`config.mk`:
```
export PLATFORM = sky130hd
export DESIGN_NAME = if_prefetch_flat
export DESIGN_NICKNAME = d
export VERILOG_FILES = /design/src/rtl/if_prefetch_if.sv /design/src/rtl/if_prefetch.sv /design/src/flat_wrapper.sv
export SDC_FILE = /design/constraint.sdc
export NUM_CORES = 1
export LEC_CHECK = 0
export ABC_CLOCK_PERIOD_IN_PS = 4260
export BUFFER_PORTS_ARGS = -buffer_cell sky130_fd_sc_hd__buf_4
export CORE_UTILIZATION = 55
export DETAILED_ROUTE_END_ITERATION = 16
export GPL_TIMING_DRIVEN = 0
export PLACE_DENSITY = 0.73
export SLEW_MARGIN = 10
export SYNTH_ARGS = -nofsm -noshare
export SYNTH_HDL_FRONTEND = slang
export SYNTH_SLANG_ARGS = --single-unit
```
`constraint.sdc`:
```
create_clock -name clk_in -period 4.26 [get_ports clk_in]
set_clock_uncertainty 0.15 [all_clocks]
set_input_delay 0.213 -clock clk_in [delete_from_list [all_inputs] [get_ports clk_in]]
set_output_delay 0.213 -clock clk_in [all_outputs]
set_load 0.1 [all_outputs]
```
`src/rtl/if_prefetch_if.sv`:
```
// -----------------------------------------------------------------------------
// if_prefetch_if
// Purpose : bundles the two handshakes of the prefetching IF stage.
//   i-cache side : mc_inst_enable_o / mc_inst_addr_o (request),
//                  mc_inst_enable_i / mc_inst_data_i (one-cycle response pulse)
//   IF/ID side   : inst_valid_o / inst_o / pc_o (queue head),
//                  inst_ready_i (consumer accept), if_stall_req_o (= !inst_valid_o)
// Modports: master = the fetch stage, slave = i-cache plus IF/ID consumer.
//
// Handshake semantics (IF/ID side): a word transfers on every rising edge
// where inst_valid_o && inst_ready_i. inst_valid_o never depends on
// inst_ready_i. inst_o/pc_o are zero whenever inst_valid_o is low.
// i-cache side: one request outstanding at most; the address is stable while
// mc_inst_enable_o is high; mc_inst_enable_i pulses for one cycle with data.
// -----------------------------------------------------------------------------
interface if_prefetch_if #(
  parameter int ADDR_W = 32,
  parameter int INST_W = 32
) ();
  logic              mc_inst_enable_o;
  logic [ADDR_W-1:0] mc_inst_addr_o;
  logic              mc_inst_enable_i;
  logic [INST_W-1:0] mc_inst_data_i;
  logic              inst_valid_o;
  logic [INST_W-1:0] inst_o;
  logic [ADDR_W-1:0] pc_o;
  logic              inst_ready_i;
  logic              if_stall_req_o;

  modport master (
    output mc_inst_enable_o, mc_inst_addr_o,
    input  mc_inst_enable_i, mc_inst_data_i,
    output inst_valid_o, inst_o, pc_o, if_stall_req_o,
    input  inst_ready_i
  );

  modport slave (
    input  mc_inst_enable_o, mc_inst_addr_o,
    output mc_inst_enable_i, mc_inst_data_i,
    input  inst_valid_o, inst_o, pc_o, if_stall_req_o,
    output inst_ready_i
  );
endinterface

```
`src/rtl/if_prefetch.sv`:
```
// -----------------------------------------------------------------------------
// if_prefetch
// Purpose : instruction fetch stage with a DEPTH-entry prefetch queue. Owns the
//           fetch PC, issues sequential i-cache requests (one outstanding),
//           buffers {pc, inst} pairs and presents the head to IF/ID. A redirect
//           flushes the queue and discards the in-flight response of the old
//           path.
// Ports   :
//   clk_in       clock, rising edge
//   rst_in       synchronous active-high reset
//   jump_i       redirect pulse from EX
//   jump_addr_i  redirect target (low 2 bits ignored)
//   bus          if_prefetch_if.master (i-cache and IF/ID handshakes)
//   dbg_state_o  current FSM state (0 IDLE, 1 WAIT, 2 DISCARD)
// Options : define IF_BYPASS_EN to forward a response straight to the IF/ID
//           outputs in the response cycle when the queue is empty.
// -----------------------------------------------------------------------------
module if_prefetch #(
  parameter int                ADDR_W   = 32,
  parameter int                INST_W   = 32,
  parameter int                DEPTH    = 4,
  parameter logic [ADDR_W-1:0] RESET_PC = '0
) (
  input  logic              clk_in,
  input  logic              rst_in,
  input  logic              jump_i,
  input  logic [ADDR_W-1:0] jump_addr_i,
  if_prefetch_if.master     bus,
  output logic [1:0]        dbg_state_o
);

  localparam int PW = $clog2(DEPTH);
  localparam int CW = PW + 1;
  localparam logic [CW-1:0] DEPTH_C = CW'(DEPTH);

  typedef enum logic [1:0] {
    S_IDLE    = 2'd0,
    S_WAIT    = 2'd1,
    S_DISCARD = 2'd2
  } state_t;

  state_t            r_state, w_state_next;
  logic [ADDR_W-1:0] r_fetch_pc, w_fetch_pc_next;
  logic [ADDR_W-1:0] r_req_addr, w_req_addr_next;
  logic [PW-1:0]     r_wptr, r_rptr;
  logic [CW-1:0]     r_count, w_count_next;
  logic [ADDR_W-1:0] r_pc_mem   [DEPTH];
  logic [INST_W-1:0] r_inst_mem [DEPTH];

  logic              w_head_valid;
  logic              w_resp;
  logic              w_bypass;
  logic              w_bypass_take;
  logic              w_enq;
  logic              w_deq;
  logic              w_valid;
  logic [ADDR_W-1:0] w_jump_target;
  logic [ADDR_W-1:0] w_pc_inc;
  logic              w_jump_lsb_unused;

  assign w_jump_target     = {jump_addr_i[ADDR_W-1:2], 2'b00};
  assign w_jump_lsb_unused = ^jump_addr_i[1:0];
  assign w_pc_inc          = r_fetch_pc + ADDR_W'(4);
  assign w_head_valid      = (r_count != '0);
  assign w_resp            = bus.mc_inst_enable_i;

`ifdef IF_BYPASS_EN
  // Empty queue + response on the live path: present the word this cycle.
  assign w_bypass = (r_state == S_WAIT) && w_resp && !jump_i && !w_head_valid;
`else
  assign w_bypass = 1'b0;
`endif
  assign w_bypass_take = w_bypass && bus.inst_ready_i;

  // A response is only kept when it belongs to the live path (WAIT, no
  // redirect this cycle) and was not already consumed through the bypass.
  assign w_enq        = (r_state == S_WAIT) && w_resp && !jump_i && !w_bypass_take;
  assign w_deq        = w_head_valid && bus.inst_ready_i && !jump_i;
  assign w_count_next = r_count + CW'(w_enq) - CW'(w_deq);

  // Next-state, fetch PC and request address.
  always_comb begin
    w_state_next    = r_state;
    w_fetch_pc_next = r_fetch_pc;
    w_req_addr_next = r_req_addr;
    case (r_state)
      S_IDLE: begin
        if (jump_i) begin
          w_fetch_pc_next = w_jump_target;
        end else if (w_count_next < DEPTH_C) begin
          w_state_next    = S_WAIT;
          w_req_addr_next = r_fetch_pc;
        end
      end
      S_WAIT: begin
        if (jump_i) begin
          w_fetch_pc_next = w_jump_target;
          // Address stays put in DISCARD so the cache sees a stable request.
          w_state_next    = w_resp ? S_IDLE : S_DISCARD;
        end else if (w_resp) begin
          w_fetch_pc_next = w_pc_inc;
          if (w_count_next < DEPTH_C) begin
            w_req_addr_next = w_pc_inc;   // back-to-back, no bubble
          end else begin
            w_state_next    = S_IDLE;
          end
        end
      end
      S_DISCARD: begin
        if (jump_i) begin
          w_fetch_pc_next = w_jump_target;
        end
        if (w_resp) begin
          w_state_next = S_IDLE;
        end
      end
      default: begin
        w_state_next = S_IDLE;
      end
    endcase
  end

  always_ff @(posedge clk_in) begin
    if (rst_in) begin
      r_state    <= S_IDLE;
      r_fetch_pc <= RESET_PC;
      r_req_addr <= '0;
    end else begin
      r_state    <= w_state_next;
      r_fetch_pc <= w_fetch_pc_next;
      r_req_addr <= w_req_addr_next;
    end
  end

  // Queue bookkeeping; a redirect wins over any enqueue/dequeue that cycle.
  always_ff @(posedge clk_in) begin
    if (rst_in || jump_i) begin
      r_wptr  <= '0;
      r_rptr  <= '0;
      r_count <= '0;
    end else begin
      if (w_enq) r_wptr <= r_wptr + PW'(1);
      if (w_deq) r_rptr <= r_rptr + PW'(1);
      r_count <= w_count_next;
    end
  end

  // Storage has no reset; entries are only read when counted valid.
  always_ff @(posedge clk_in) begin
    if (w_enq && !rst_in) begin
      r_pc_mem[r_wptr]   <= r_req_addr;
      r_inst_mem[r_wptr] <= bus.mc_inst_data_i;
    end
  end

  assign w_valid              = w_head_valid || w_bypass;
  assign bus.inst_valid_o     = w_valid;
  assign bus.inst_o           = w_head_valid ? r_inst_mem[r_rptr] :
                                (w_bypass ? bus.mc_inst_data_i : '0);
  assign bus.pc_o             = w_head_valid ? r_pc_mem[r_rptr] :
                                (w_bypass ? r_req_addr : '0);
  assign bus.if_stall_req_o   = !w_valid;
  assign bus.mc_inst_enable_o = (r_state != S_IDLE);
  assign bus.mc_inst_addr_o   = r_req_addr;
  assign dbg_state_o          = r_state;

endmodule

```
`src/flat_wrapper.sv`:
```
// flat-port wrapper written by rule: the top's interface ports become plain ports
module if_prefetch_flat 
#(
  parameter int                ADDR_W   = 32,
  parameter int                INST_W   = 32,
  parameter int                DEPTH    = 4,
  parameter logic [ADDR_W-1:0] RESET_PC = '0
)
  (clk_in, rst_in, jump_i, jump_addr_i, dbg_state_o, bus_mc_inst_enable_o, bus_mc_inst_addr_o, bus_mc_inst_enable_i, bus_mc_inst_data_i, bus_inst_valid_o, bus_inst_o, bus_pc_o, bus_if_stall_req_o, bus_inst_ready_i);
  if_prefetch_if #(.ADDR_W(ADDR_W), .INST_W(INST_W)) bus_i ();
  input  logic clk_in;
  input  logic rst_in;
  input  logic jump_i;
  input  logic [ADDR_W-1:0] jump_addr_i;
  output logic [1:0] dbg_state_o;
  output wire logic [$bits(bus_i.mc_inst_enable_o)-1:0] bus_mc_inst_enable_o;
  output wire logic [$bits(bus_i.mc_inst_addr_o)-1:0] bus_mc_inst_addr_o;
  input wire logic [$bits(bus_i.mc_inst_enable_i)-1:0] bus_mc_inst_enable_i;
  input wire logic [$bits(bus_i.mc_inst_data_i)-1:0] bus_mc_inst_data_i;
  output wire logic [$bits(bus_i.inst_valid_o)-1:0] bus_inst_valid_o;
  output wire logic [$bits(bus_i.inst_o)-1:0] bus_inst_o;
  output wire logic [$bits(bus_i.pc_o)-1:0] bus_pc_o;
  output wire logic [$bits(bus_i.if_stall_req_o)-1:0] bus_if_stall_req_o;
  input wire logic [$bits(bus_i.inst_ready_i)-1:0] bus_inst_ready_i;
  assign bus_mc_inst_enable_o = bus_i.mc_inst_enable_o;
  assign bus_mc_inst_addr_o = bus_i.mc_inst_addr_o;
  assign bus_i.mc_inst_enable_i = bus_mc_inst_enable_i;
  assign bus_i.mc_inst_data_i = bus_mc_inst_data_i;
  assign bus_inst_valid_o = bus_i.inst_valid_o;
  assign bus_inst_o = bus_i.inst_o;
  assign bus_pc_o = bus_i.pc_o;
  assign bus_if_stall_req_o = bus_i.if_stall_req_o;
  assign bus_i.inst_ready_i = bus_inst_ready_i;
  if_prefetch #(.ADDR_W(ADDR_W), .INST_W(INST_W), .DEPTH(DEPTH), .RESET_PC(RESET_PC)) u_core (.clk_in(clk_in), .rst_in(rst_in), .jump_i(jump_i), .jump_addr_i(jump_addr_i), .bus(bus_i), .dbg_state_o(dbg_state_o));
endmodule
```
* After elaboration in Yosys (flattened, before gate mapping)
Memory sizes are Yosys's and may differ from the RTL's. A register that Yosys moved wholly into a read port is not among the register bits.
Cells that the tools add are included.
** Cells by class
- Add/sub/neg operators :: 5
- Magnitude comparators :: 1
- Eq/ne operators :: 11
- Multiplexer cells :: 26
- Reduce and logical (&&, ||, !) cells :: 18
** Operators by type and width (count)
- $mux W32 :: 10
- $pmux W32 S2 :: 2
- $add A32 B3 Y32 const B :: 1
- $mux W2 :: 11
- $ne A2 B2 Y1 const B :: 5
- $ne A3 B3 Y1 const B :: 2
- $pmux W2 S3 :: 1
- $reduce_and A6 Y1 :: 1
- $reduce_bool A2 Y1 :: 3
- $logic_and A1 B1 Y1 :: 5
- $reduce_and A5 Y1 :: 1
- $add A2 B1 Y2 const B :: 2
- $ne A2 B1 Y1 const B :: 2
- $add A3 B1 Y3 :: 1
- $logic_not A1 Y1 :: 3
- $lt A3 B3 Y1 const B :: 1
- $reduce_and A3 Y1 :: 1
- $reduce_bool A3 Y1 :: 1
- $sub A3 B1 Y3 :: 1
- $eq A2 B1 Y1 const B :: 1
- $eq A2 B2 Y1 const B :: 1
- $logic_not A2 Y1 :: 1
- $mux W1 :: 2
- $reduce_or A2 Y1 :: 1
- $logic_or A1 B1 Y1 :: 1
** Storage, ports and cells
- Flip-flop bits (word level) :: 73
- RAM bits :: 256
- Output and inout bits :: 101
- Memories :: 2
** Memories
- u_core.r_inst_mem :: depth 4, width 32, rd ports 1, clocked after Yosys merged registers in 1, wr ports 1, RTL line if_prefetch.sv:48 : logic [INST_W-1:0] r_inst_mem [DEPTH];
- u_core.r_pc_mem :: depth 4, width 32, rd ports 1, clocked after Yosys merged registers in 1, wr ports 1, RTL line if_prefetch.sv:47 : logic [ADDR_W-1:0] r_pc_mem [DEPTH];

* Longest topological paths before layout
- Depth in word-level cells :: 10
- Depth in mapped cells :: 14

* Worst setup path after synthesis
Ideal clock, no wire load.
- Path kind :: flip-flop to flip-flop
- Start :: reg u_core.r_state[0], in the netlist u_core.dbg_state_o[0]
- End :: mem u_core.r_inst_mem[2][0] (enable)
- Library setup time :: 0.426 ns
- Arrival :: 3.481 ns
- Setup slack :: 0.203 ns
- Cell stages (with the launch flop) :: 6
- Buffers on the path :: 1
- Cell sequence :: dfxtp_1 buf_2 nor2b_1 nand3b_1 nor2_1 and2_1
** On the way
- Word-level cells in the longest chain between the ends :: 6
** RTL lines
- from (decl) :: RTL line if_prefetch.sv:42 : state_t r_state, w_state_next;
- from (signal assigned) :: RTL line if_prefetch.sv:129 : r_state <= w_state_next;
- $eq A2 B1 Y1 :: RTL line if_prefetch.sv:77 : assign w_enq = (r_state == S_WAIT) && w_resp && !jump_i && !w_bypass_take;
- $logic_and A1 B1 Y1 (2 in series) :: RTL line if_prefetch.sv:77
- $logic_and A1 B1 Y1 :: RTL line if_prefetch.sv:150 : if (w_enq && !rst_in) begin
- $mux W1 :: RTL line if_prefetch.sv:150
- $mux W1 (not written as such) :: RTL line if_prefetch.sv:152 : r_inst_mem[r_wptr] <= bus.mc_inst_data_i;
- to (decl) :: RTL line if_prefetch.sv:48
Every way passes these cells.

* Worst setup path in the final report
- Start :: reg u_core.r_count[1]
- End :: reg u_core.r_req_addr[17], in the netlist u_core.bus.mc_inst_addr_o[17]
** On the way
- Word-level cells in the longest chain between the ends :: 7
- Elaborated cells between the ends (all ways) :: 9
- Classes of those cells :: add/sub (2); order compare (1); eq/ne (2); reduce/logical (4)
** RTL lines
- from (decl) :: RTL line if_prefetch.sv:46 : logic [CW-1:0] r_count, w_count_next;
- from (signal assigned) :: RTL line if_prefetch.sv:144 : r_count <= w_count_next;
- $reduce_bool A3 Y1 (*) :: RTL line if_prefetch.sv:64 : assign w_head_valid = (r_count != '0);
- $logic_and A1 B1 Y1 (*) (2 in series) :: RTL line if_prefetch.sv:78 : assign w_deq = w_head_valid && bus.inst_ready_i && !jump_i;
- named net u_core.w_deq :: RTL line if_prefetch.sv:55 : logic w_deq;
- $sub A3 B1 Y3 (*) :: RTL line if_prefetch.sv:79 : assign w_count_next = r_count + CW'(w_enq) - CW'(w_deq);
- $lt A3 B3 Y1 (*) :: RTL line if_prefetch.sv:90, if_prefetch.sv:102
- $ne A2 B2 Y1 (no line) / $ne A2 B1 Y1 (equally long branches)
- $reduce_and A6 Y1 (no line) (*)
- to (signal assigned) :: RTL line if_prefetch.sv:131 : r_req_addr <= w_req_addr_next;
- to (decl) :: RTL line if_prefetch.sv:44 : logic [ADDR_W-1:0] r_req_addr, w_req_addr_next;
The timed path passes the listed nets; every way through them passes the cells marked *.
A chain may end at the register's enable or synchronous reset.

==> metrics.txt <==
status completed; wire per inst 19.9 µm; RSZ-0062 raised after global routing false; Post-Route WL around 30,000 µm; DR pass1 iterations 7; WP data required roughly 4.5 ns; CTS sink count 319; startpoint type of the worst setup path flop; worst IR drop on VDD 253 µV; worst slew pin tran 0.799 ns; Residual DRC 0; mean cell area of the mapped netlist between 10 and 15 µm²; Leak 0.00592 µW; final hold vios 0; IO buf count approximately 160; layout cells sized above 1 0.261; ys flop type edfxtp_1; Cells after Synth around 920; Seq/Total Area, Yosys 0.657; max-slew violations 0; Tot Pwr 7110 µW; post-CTS setup buffer count 0; chip height about 160 µm; grt ovf 0; Starting Density 0.568; largest net degree at the start of global routing 38; DR iter-0 viols about 600; #FFs+latches synth 319; Slew HR 0.463; Max Cap Violations 0; placed wire-length estimate approximately 20,000 µm; CORE AREA about 0.024 mm²; CP Max Fanout 10; CP arrival between 4 and 5 ns; Die Span X 159 µm; total inserted antenna cells 0; R2R cell count 12; Yosys cell types 63; H-tree depth 2; CTS tree built; Mapped Area 0.0135 mm²; largest area contributor in the netlist edfxtp_1; routability congestion estimate from global placement about 0.9; Worst Setup Path Type flop to flop; crit end category flop; vias in the first global route around 8,600; synth warn 0; Post-synth EDFFs between 200 and 250; area fraction of the dominant cell type after synthesis 0.552; Cell Rows 56; Area contributors post-synth edfxtp_1, dfxtp_1, mux4_2; PwrDens roughly 420 mW/mm²; final worst path period share 0.914; vias post-DR slightly below 9,000; fin nets about 1,300; # placed instances around 1,400; Setup TNS 0 ns; CTS max path bufs 3; CTS Buf Count 34; Die ar. roughly 0.025 mm²; Util after Layout 0.714; fin cells ~1,500; ys async rst share 0; DR vias/cell 5.65; GRT Total Usage 0.247; antenna-violating nets left 0; Clock transition at path regs 0.06 ns; num ports 170; area grow syn2layout 25.7%; CTS root buf clkbuf_16; global-route wire length before repair around 47,000 µm; Achievable Freq about 0.26 GHz; initial antenna violation count 0; Clk Latency, worst-skew pair 0.50 ns; hold path depth 5; HP Class input pin to flop; endpoints failing setup 0; Tmin final approximately 4 ns
sequential cells by signal, summed over array words and instances (netlist names), named ones only:
signal and count:
u_core.bus.mc_inst_addr_o 30, u_core.dbg_state_o 2, u_core.r_inst_mem 128, u_core.r_count 3, u_core.r_rptr 2, u_core.r_fetch_pc 30, u_core.r_wptr 2, u_core.r_pc_mem 120
critical path: stages (launching register included):
cell and delay [ns]:
dfxtp_1 0.37, or3_4 0.26, inv_1 0.08, nor3b_1 0.53, ha_1 0.23, inv_1 0.04
ha_1 0.20, fa_1 0.37, xnor3_1 0.26, nor4_4 0.42, clkbuf_1 0.43, buf_2 0.32
a211oi_1 0.11
cell families after synthesis:
family,count (synthesis),share of synthesized area
muxes,67,0.107
adders and majority gates,8,0.00797
AOI/OAI and AO/OA,125,0.0643
DFF,319,0.657
buffers and inverters,84,0.0264
xor gates and xnor gates,31,0.0211
other,1,0.000278
and+or+nand+nor,289,0.116
cell usage in the layout, fill, tap and decap left out, drive strengths merged, types with 7 or more instances in the layout:
cell | synthesis | final
inv | 10 | 11
ha | 7 | 7
buf | 23 | 189
a31oi | 7 | 7
nor3 | 14 | 14
a211oi | 25 | 25
and2 | 76 | 76
clkbuf | 51 | 99
o21ai | 25 | 25
nand2 | 50 | 50
edfxtp | 248 | 248
nand3 | 24 | 24
dlygate4sd3 | 0 | 61
dfxtp | 71 | 71
mux4 | 62 | 62
nand4 | 11 | 11
xor2 | 14 | 14
a21oi | 19 | 19
nor4 | 9 | 9
xnor2 | 16 | 16
nor2 | 68 | 68
a32oi | 9 | 9
cell usage after synthesis (all sizes together) (6+ instances only):
library cell    n
nor4            9
or4             6
nor2           68
nand3          24
mux4           62
inv            10
dfxtp          71
a211oi         25
nand2          50
xnor2          16
nor3           14
nand4          11
a21oi          19
ha              7
a32oi           9
or3             6
clkbuf         51
edfxtp        248
a31oi           7
o21ai          25
buf            23
and2           76
xor2           14
area by class of cell:
class	count	area, µm²
flip-flops and latches	319	8870
multi-input cells	524	4310
plain buffers	73	315
repair buffers	227	1910
inverters	10	37.5
fillers	1615	6790
clock inverters	9	129
well taps	319	399
clock buffers	49	1000
layer usage:
layer / global-route usage / up-vias / wire (µm)
li1: - / 4067 / -
met3: 0.0395 / 47 / 1900
met1: 0.316 / 4212 / 12300
met2: 0.436 / 321 / 15700
met5: 0 / - / 0
met4: 0.0723 / 0 / 596
metrics by stage:
| stage | hold WS, ns | instance area [µm²] | worst slack (ns) |
|---|---|---|---|
| global placement | 0.265 | 15100 | -0.663 |
| finish | 0.0294 | 17000 | 0.366 |
| floorplan | 0.142 | 13500 | 0.203 |
| global route | 0.0529 | 17000 | 0.153 |
| detailed placement | 0.265 | 15200 | -0.362 |
| CTS | 0.0195 | 17000 | 0.134 |
worst paths after layout:
kind / start / to / slack, ns
max: u_core.r_count[1]$_SDFF_PP0_ / u_core.bus.mc_inst_addr_o[17]$_SDFFE_PP0P_ / 0.37
min: jump_i / u_core.bus.mc_inst_addr_o[30]$_SDFFE_PP0P_ / 0.03
max reg2reg: u_core.r_count[1]$_SDFF_PP0_ / u_core.bus.mc_inst_addr_o[17]$_SDFFE_PP0P_ / 0.37
min reg2reg: u_core.r_wptr[1]$_SDFFE_PP0N_ / u_core.r_wptr[1]$_SDFFE_PP0N_ / 0.36
repair_timing:
| action | 4_1_cts | 5_1_grt |
|---|---|---|
| hold endpoints to repair | 158 | 0 |
| cloned | 0 | 0 |
| hold buffers | 61 | 0 |
| gates resized for setup | 1 | 1 |
| setup endpoints to repair | 30 | 2 |
power breakdown:
| part | switching (µW) | leakage, µW | internal [µW] |
|---|---|---|---|
| logic | 470 | 0.00254 | 211 |
| registers | 65.1 | 0.00284 | 3410 |
| clock network | 1140 | 0.000547 | 1820 |
Note: power is estimated with default switching activity, not from simulation.
